<file path="config.mk">
export PLATFORM = sky130hd
export DESIGN_NAME = madd_err_sweep_ctrl
export DESIGN_NICKNAME = d
export VERILOG_FILES = /design/src/rtl/madd_err_sweep_ctrl.sv
export SDC_FILE = /design/constraint.sdc
export NUM_CORES = 1
export LEC_CHECK = 0
export CAP_MARGIN = 15
export CORE_ASPECT_RATIO = 0.75
export CORE_MARGIN = 5
export CORE_UTILIZATION = 45
export CTS_CLUSTER_DIAMETER = 60
export DETAILED_ROUTE_END_ITERATION = 10
export PLACE_DENSITY = 0.68
export SYNTH_ARGS = -nofsm -noshare
export SYNTH_HDL_FRONTEND = slang
export SYNTH_SLANG_ARGS = --single-unit
export TNS_END_PERCENT = 5
</file>
<file path="constraint.sdc">
create_clock -name clk -period 9.6 [get_ports clk]
set_input_delay 1.44 -clock clk [delete_from_list [all_inputs] [get_ports clk]]
set_output_delay 1.44 -clock clk [all_outputs]
set_load 0.005 [all_outputs]
</file>
<file path="src/rtl/madd_err_sweep_ctrl.sv">
// madd_err_sweep_ctrl: exhaustive {a,b,c} sweep of an external approximate multiply-add with error metrics.
// Optional MADD_SWEEP_MSE_EN adds a registered squarer stage and the sum_sq_err output.
module madd_err_sweep_ctrl #(
  parameter int W  = 6,
  parameter int CW = 3*W+1
) (
  input  logic             clk,
  input  logic             rst_n,
  input  logic             start,
  input  logic             abort,
  input  logic             pause,
  output logic [W-1:0]     op_a,
  output logic [W-1:0]     op_b,
  output logic [W-1:0]     op_c,
  output logic             op_valid,
  input  logic [2*W-1:0]   approx_res,
  output logic             busy,
  output logic             done,
  output logic             aborted,
  output logic [CW-1:0]    vec_count,
  output logic [CW-1:0]    err_count,
  output logic [2*W-1:0]   max_abs_err,
  output logic [3*W-1:0]   max_err_vec,
  output logic [5*W:0]     sum_abs_err
`ifdef MADD_SWEEP_MSE_EN
  ,
  output logic [7*W:0]     sum_sq_err
`endif
);
  typedef enum logic [1:0] {IDLE, RUN, DRAIN, DONE} state_t;
  state_t state, state_nx;
  logic [3*W-1:0] cnt, s1_vec;
  logic [1:0] dcnt;
  logic [2*W-1:0] s1_app, s1_ex, exact, d;
  logic [5*W+1:0] sum_nx;
  logic s1_v, last, go, kill;
`ifdef MADD_SWEEP_MSE_EN
  localparam logic [1:0] DLAST = 2'd2;
  logic s2_v;
  logic [4*W-1:0] s2_sq, dx;
  logic [7*W+1:0] sq_nx;
`else
  localparam logic [1:0] DLAST = 2'd1;
`endif

  assign {op_a, op_b, op_c} = cnt;
  assign op_valid = (state == RUN) && !pause;
  assign busy = (state == RUN) || (state == DRAIN);
  assign done = (state == DONE);
  assign last = &cnt;
  assign kill = abort && busy;
  assign go = start && !abort && !busy;
  assign exact = {{W{1'b0}}, op_a} * {{W{1'b0}}, op_b} + {{W{1'b0}}, op_c};
  assign d = (s1_app >= s1_ex) ? s1_app - s1_ex : s1_ex - s1_app;
  assign sum_nx = {1'b0, sum_abs_err} + {{3*W+2{1'b0}}, d};

  always_comb begin
    state_nx = state;
    state_nx = kill ? IDLE :
               go ? RUN :
               (op_valid && last) ? DRAIN :
               (state == DRAIN && dcnt == DLAST) ? DONE : state;
  end

  always_ff @(posedge clk or negedge rst_n) begin
    if (!rst_n) begin
      state       <= IDLE;
      dcnt        <= '0;
      cnt         <= '0;
      aborted     <= 1'b0;
      s1_v        <= 1'b0;
      s1_app      <= '0;
      s1_ex       <= '0;
      s1_vec      <= '0;
      vec_count   <= '0;
      err_count   <= '0;
      max_abs_err <= '0;
      max_err_vec <= '0;
      sum_abs_err <= '0;
    end else begin
      state   <= state_nx;
      dcnt    <= (state == DRAIN) ? dcnt + 2'd1 : 2'd0;
      cnt     <= go ? '0 : (op_valid && !last) ? cnt + 1'b1 : cnt;
      aborted <= kill ? 1'b1 : go ? 1'b0 : aborted;
      s1_v    <= op_valid && !kill;
      s1_app  <= approx_res;
      s1_ex   <= exact;
      s1_vec  <= cnt;
      if (go) begin
        vec_count   <= '0;
        err_count   <= '0;
        max_abs_err <= '0;
        max_err_vec <= '0;
        sum_abs_err <= '0;
      end else if (s1_v) begin
        vec_count   <= vec_count + {{CW-1{1'b0}}, ~&vec_count};
        err_count   <= err_count + {{CW-1{1'b0}}, (d != '0) && ~&err_count};
        sum_abs_err <= sum_nx[5*W+1] ? '1 : sum_nx[5*W:0];
        if (d > max_abs_err) begin
          max_abs_err <= d;
          max_err_vec <= s1_vec;
        end
      end
    end
  end

`ifdef MADD_SWEEP_MSE_EN
  // Squaring gets its own register stage so it stays off the |d| path.
  assign dx = {{2*W{1'b0}}, d};
  assign sq_nx = {1'b0, sum_sq_err} + {{3*W+2{1'b0}}, s2_sq};

  always_ff @(posedge clk or negedge rst_n) begin
    if (!rst_n) begin
      s2_v       <= 1'b0;
      s2_sq      <= '0;
      sum_sq_err <= '0;
    end else begin
      s2_v       <= s1_v && !kill;
      s2_sq      <= dx * dx;
      sum_sq_err <= go ? '0 : s2_v ? (sq_nx[7*W+1] ? '1 : sq_nx[7*W:0]) : sum_sq_err;
    end
  end
`endif
endmodule

</file>
======== After elaboration in Yosys (flattened, before gate mapping) ========
Index checks and enable logic that the tools add are counted.
storage, ports and cells
  word-level logic and storage cells ...... 78
  output and inout port bits .............. 121
  input bits .............................. 17
  bits in registers ....................... 165
operators by class
  $add $sub $neg .......................... 8
  reduce and logical (&&, ||, !) cells .... 27
  multipliers ............................. 1
  eq/ne operators ......................... 4
  magnitude comparators ................... 2
  mux-type cells .......................... 23
operators with widths
  cell                                            number
  2-to-1 mux 31 bit                               3
  2-to-1 mux 18 bit                               5
  2-to-1 mux 19 bit                               4
  2-to-1 mux 12 bit                               4
  adder 19 x 1 -> 19 bit                          2
  AND reduction 19 bit                            2
  adder 31 x 12 -> 32 bit                         1
  subtractor 12 bit                               2
  adder 18 x 1 -> 18 bit (second input constant)  1
  AND reduction 18 bit                            1
  adder 12 x 6 -> 12 bit                          1
  greater-or-equal comparator 12 bit              1
  > comparator 12 bit                             1
  multiplier 6 x 6 -> 12 bit                      1
  nonzero test 12 bit                             1
  2-to-1 mux 2 bit                                5
  logical AND 1 bit                               9
  nonzero test 2 bit                              4
  logical NOT 1 bit                               7
  == test 2 x 1 -> 1 bit (second input constant)  2
  == test 2 bit (second input constant)           2
  nonzero test 4 bit                              1
  adder 2 x 1 -> 2 bit (second input constant)    1
  2-to-1 mux 1 bit                                2
  other kinds (2)                                 2

======== Longest topological paths before layout ========
  word-level depth ........................ 7
  depth in mapped cells ................... 22

======== Worst setup path before layout ========
OpenSTA, ideal clock, no wires.
  kind .................................... register to register
  start ................................... reg s1_app[0]
  end ..................................... reg max_abs_err[10]
  path slack .............................. 5122 ps
  required time ........................... 9468 ps
  stages on the path, launching flop included .. 22
  arrival ................................. 4347 ps
  library setup time ...................... 132 ps
  clock period less this slack ............ 4478 ps
  cell sequence ........................... dfrtp_1 inv_1 ha_1 inv_1 fa_1 a21o_1 a21oi_2 and2_4 o211ai_4 buf_6 mux2_1 a221oi_2 xnor2_1 ha_1 nand4_1 or2_2 o221ai_1 o211a_1 clkbuf_1 clkbuf_1 mux2i_1 nor2_1
between the ends
  longest elaborated chain between the ends .. 5
  elaborated cells between the ends (all ways) .. 10
  those cells by class .................... add/sub: 2; order compare: 2; mux: 4; reduce/logical: 2
ends and longest elaborated chain
  what                                                                       line  text
  start, declared                                                            34    logic [2*W-1:0] s1_app, s1_ex, exact, d;
  start signal, assigned                                                     86    s1_app <= approx_res;
  subtractor 12 bit or greater-or-equal comparator 12 bit (tied branches)    54    assign d = (s1_app >= s1_ex) ? s1_app - s1_ex : s1_ex - s1_app;
  2-to-1 mux 12 bit *                                                        54
  > comparator 12 bit or 2-to-1 mux 12 bit (tied branches)                   99    if (d > max_abs_err) begin
  nonzero test 2 bit (no source line) or 2-to-1 mux 12 bit (tied branches)   -
  AND reduction 2 bit (no source line) or 2-to-1 mux 12 bit (tied branches)  -
  end signal, assigned                                                       77    max_abs_err <= '0;
  end signal, assigned                                                       92    max_abs_err <= '0;
  end signal, assigned                                                       100   max_abs_err <= d;
  end, declared                                                              22    output logic [2*W-1:0] max_abs_err,
Every way passes the cells marked *; elsewhere a longest branch is shown, timed or not. The select of a mux whose other input is x is not followed.
A chain may end at the register's enable or synchronous reset.

======== Final worst setup path ========
  start ................................... reg s1_app[8]
  end ..................................... reg max_err_vec[9]
between the ends
  longest elaborated chain between the ends .. 5
  elaborated cells between the ends (all ways) .. 7
  those cells by class .................... add/sub: 2; order compare: 2; mux: 1; reduce/logical: 2
ends and longest elaborated chain
  what                                                                     line  text
  subtractor 12 bit or greater-or-equal comparator 12 bit (tied branches)  54
  2-to-1 mux 12 bit *                                                      54
  > comparator 12 bit *                                                    99
  nonzero test 2 bit (no source line) *                                    -
  AND reduction 2 bit (no source line) *                                   -
  end signal, assigned                                                     101   max_err_vec <= s1_vec;
  end, declared                                                            23    output logic [3*W-1:0] max_err_vec,
Every way passes the cells marked *; elsewhere a longest branch is shown, timed or not.

==> impl_metrics.tcl <==
set metrics [dict create \
    fin_crit_sh 0.551 \
    cts_tree "yes" \
    fmax_mhz 189 \
    regToRegEndpoint "max_err_vec[9]" \
    worst-endpoint-arrival_ns 5.56 \
    path_max_fanout 18 \
    drc 0 \
    outcome "completed" \
    clk_latency_ns 0.43 \
    crit_end "max_err_vec[9]" \
    synth_nets 1147 \
    gp_congestion 0.888 \
    grt_pass1_wl_mm 41.4 \
    dr.pass1.iters 7 \
    async_flop_share 1.00 \
    critical_path_class "reg2reg" \
    ctsHtreeMaxLevel 4 \
    avgSynthCellArea_sq_um 9.88 \
    grt_pass1_vias 7778 \
    synthCells 1021 \
    routed-via-count 7711 \
    port-buffer-count 137 \
    place_area_sq_um 11700 \
    cp-startpoint "s1_app[8]" \
    ant_nets 0 \
    rows 47 \
    routed_wl_mm 24.6 \
    power.leakage_uw 0.00572 \
    drive_gt1_frac 0.0540 \
    overflow 0 \
    viasPerCell 5.35 \
    cts_root_buffer "clkbuf_16" \
    final-setup-viol-count 0 \
    grt_usage 0.198 \
    cts_setup_buffers 0 \
    coreArea_sq_um 22100 \
    cts_hold_buf 0 \
    antennaDiodeCount 0 \
    finalMaxSlewViolations 0 \
    cts_resized 0 \
    cts_buffers 17 \
    rsz0062_at_grt "no" \
    peakVddDrop_v 0.000105 \
    antenna_found_initial 0 \
    worst_pin_slew_ns 0.892 \
    yosys_warnings 0 \
    nFillCells 1977 \
    finalSetupTns_ns 0 \
    synthFlopType "dfrtp_1" \
    slew_headroom 0.402 \
    r2r_cells 17 \
    synth_area_sq_um 10100 \
    cp-end-kind "flop" \
    ys_types 71 \
    dpl.hpwl_mm 17.7 \
    maxCapViolCount 0 \
    startpoint_type "flop" \
    synth_edf_count 0 \
    area_growth_pct 21.9 \
    fin_area_sq_um 12300 \
    fin_cells 1442 \
    clock-sinks 165 \
    finalNetCount 1263 \
    clk_pin_slew_worst_paths_ns 0.07 \
    finalHoldViolations 0 \
    critPathRequiredTime_ns 9.88 \
    synth-seq-area-share 0.409 \
    ioPinCount 138 \
    drt_iter0_markers 564 \
    start_util 0.457 \
    synth_seq_cells 165 \
    die_width_microns 183 \
    worstReg2RegStart "s1_app[8]" \
    min_path_type "reg2reg" \
    wl_per_cell_microns 17.1 \
    fin_util 0.557 \
    fin_skew_ns 0.00944 \
    clk_path_buf_depth 2 \
    fp.dieH_microns 140 \
    dpl.cell_count 1412 \
    reg2reg_slack_ns 4.31 \
    period_needed_ns 5.29 \
    design.die.area_sq_um 25500 \
    powerDensity_nw_per_um2 201 \
    grt_max_degree 69 \
]
-- critical path: stages (launching register included) --
cell      delay (ns)
dfrtp_1         0.35
inv_1           0.05
ha_1            0.43
and2_1          0.20
and3_2          0.22
nand2_2         0.08
o211ai_4        0.48
mux2_2          0.45
a221oi_2        0.30
xnor2_1         0.23
ha_1            0.37
nand4_1         0.11
or2_2           0.32
o221ai_1        0.19
o211a_2         0.62
buf_4           0.41
mux2i_1         0.23
nor2_1          0.06
-- how the worst min path moves through the flow --
stage,cells past startpoint,start,to
3_5_place_dp,1,dcnt[0],dcnt[0]
3_3_place_gp,1,dcnt[0],dcnt[0]
4_1_cts,1,dcnt[0],dcnt[0]
6_report,1,dcnt[0],dcnt[0]
5_1_grt,1,dcnt[0],dcnt[0]
2_1_floorplan,0,cnt[10],s1_vec[10]
-- registers in the layout (all words and copies together) (netlist names) --
name         flops
s1_ex           12
sum_abs_err     31
max_abs_err     12
vec_count       19
cnt             18
state            2
err_count       19
aborted          1
s1_v             1
dcnt             2
s1_app          12
s1_vec          18
max_err_vec     18
-- layer usage --
layer,share of wire,vias up,global-route usage
li1,-,3744,-
met1,0.49,3700,0.292
met2,0.43,236,0.292
met3,0.066,31,0.0517
met4,0.015,0,0.0498
met5,0,-,0
-- metrics by stage --
stage	setup slack, ns	power, uW	hold WS (ns)
after floorplan	5.12	1400	0.394
after global placement	4.42	1710	0.424
after detailed placement	4.39	1720	0.436
after CTS	4.35	2470	0.445
after global routing	3.96	2620	0.459
final	4.31	2460	0.442
-- layout make-up --
cell class              instances  area (sq um)  share of cell area
well taps                     294           368              0.0299
clock inverters                12           203              0.0165
multi-input cells             724          5420               0.441
clock buffers                  18           429              0.0349
inverters                      86           323              0.0263
repair buffers                143          1420               0.115
flip-flops and latches        165          4130               0.336
-- placed cells by master, fill, tap and decap left out, types with 21 or more instances in the layout --
| cell | netlist | final |
|---|---|---|
| dfrtp_1 | 165 | 165 |
| clkdlybuf4s50_1 | 0 | 136 |
| nor2_1 | 103 | 103 |
| inv_1 | 86 | 86 |
| ha_1 | 86 | 86 |
| nand2_1 | 69 | 69 |
| a21oi_1 | 48 | 48 |
| xor2_1 | 40 | 40 |
| mux2i_1 | 40 | 40 |
| o21ai_0 | 30 | 30 |
| xnor2_1 | 29 | 29 |
| and2_1 | 26 | 26 |
| nand3_1 | 23 | 23 |
| fa_1 | 23 | 23 |
| a21o_1 | 21 | 21 |
-- power breakdown --
part	internal [uW]	leakage [uW]	switching (uW)
Sequential	777	0.00223	93.1
Clock	460	0.000307	286
Combinational	397	0.00318	452
-- logic make-up (layout without fill, tap and decap cells) --
logic type / Yosys count / count (layout) / synth area share
simple gates: 330 / 330 / 0.164
buf+inv: 132 / 259 / 0.0535
mux: 45 / 45 / 0.0460
xor+xnor: 69 / 69 / 0.0599
fa+ha+maj: 109 / 109 / 0.152
flops: 165 / 165 / 0.409
compound gates: 171 / 171 / 0.115
-- cells in the mapped netlist (14+ instances only) --
| cell type | number | share of area |
|---|---|---|
| a31oi_1 | 19 | 0.012 |
| xor2_1 | 40 | 0.035 |
| nand3_1 | 23 | 0.011 |
| fa_1 | 23 | 0.046 |
| and3_1 | 19 | 0.012 |
| o21ai_0 | 30 | 0.015 |
| nand4_1 | 17 | 0.011 |
| nand2_1 | 69 | 0.026 |
| nor2_1 | 103 | 0.038 |
| mux2i_1 | 40 | 0.040 |
| xnor2_1 | 29 | 0.025 |
| dfrtp_1 | 165 | 0.41 |
| clkbuf_1 | 34 | 0.013 |
| nor3_1 | 14 | 0.0069 |
| a21oi_1 | 48 | 0.024 |
| and2_1 | 26 | 0.016 |
| a21o_1 | 21 | 0.016 |
| inv_1 | 86 | 0.032 |
| ha_1 | 86 | 0.11 |
(Power assumes the default switching activity.)
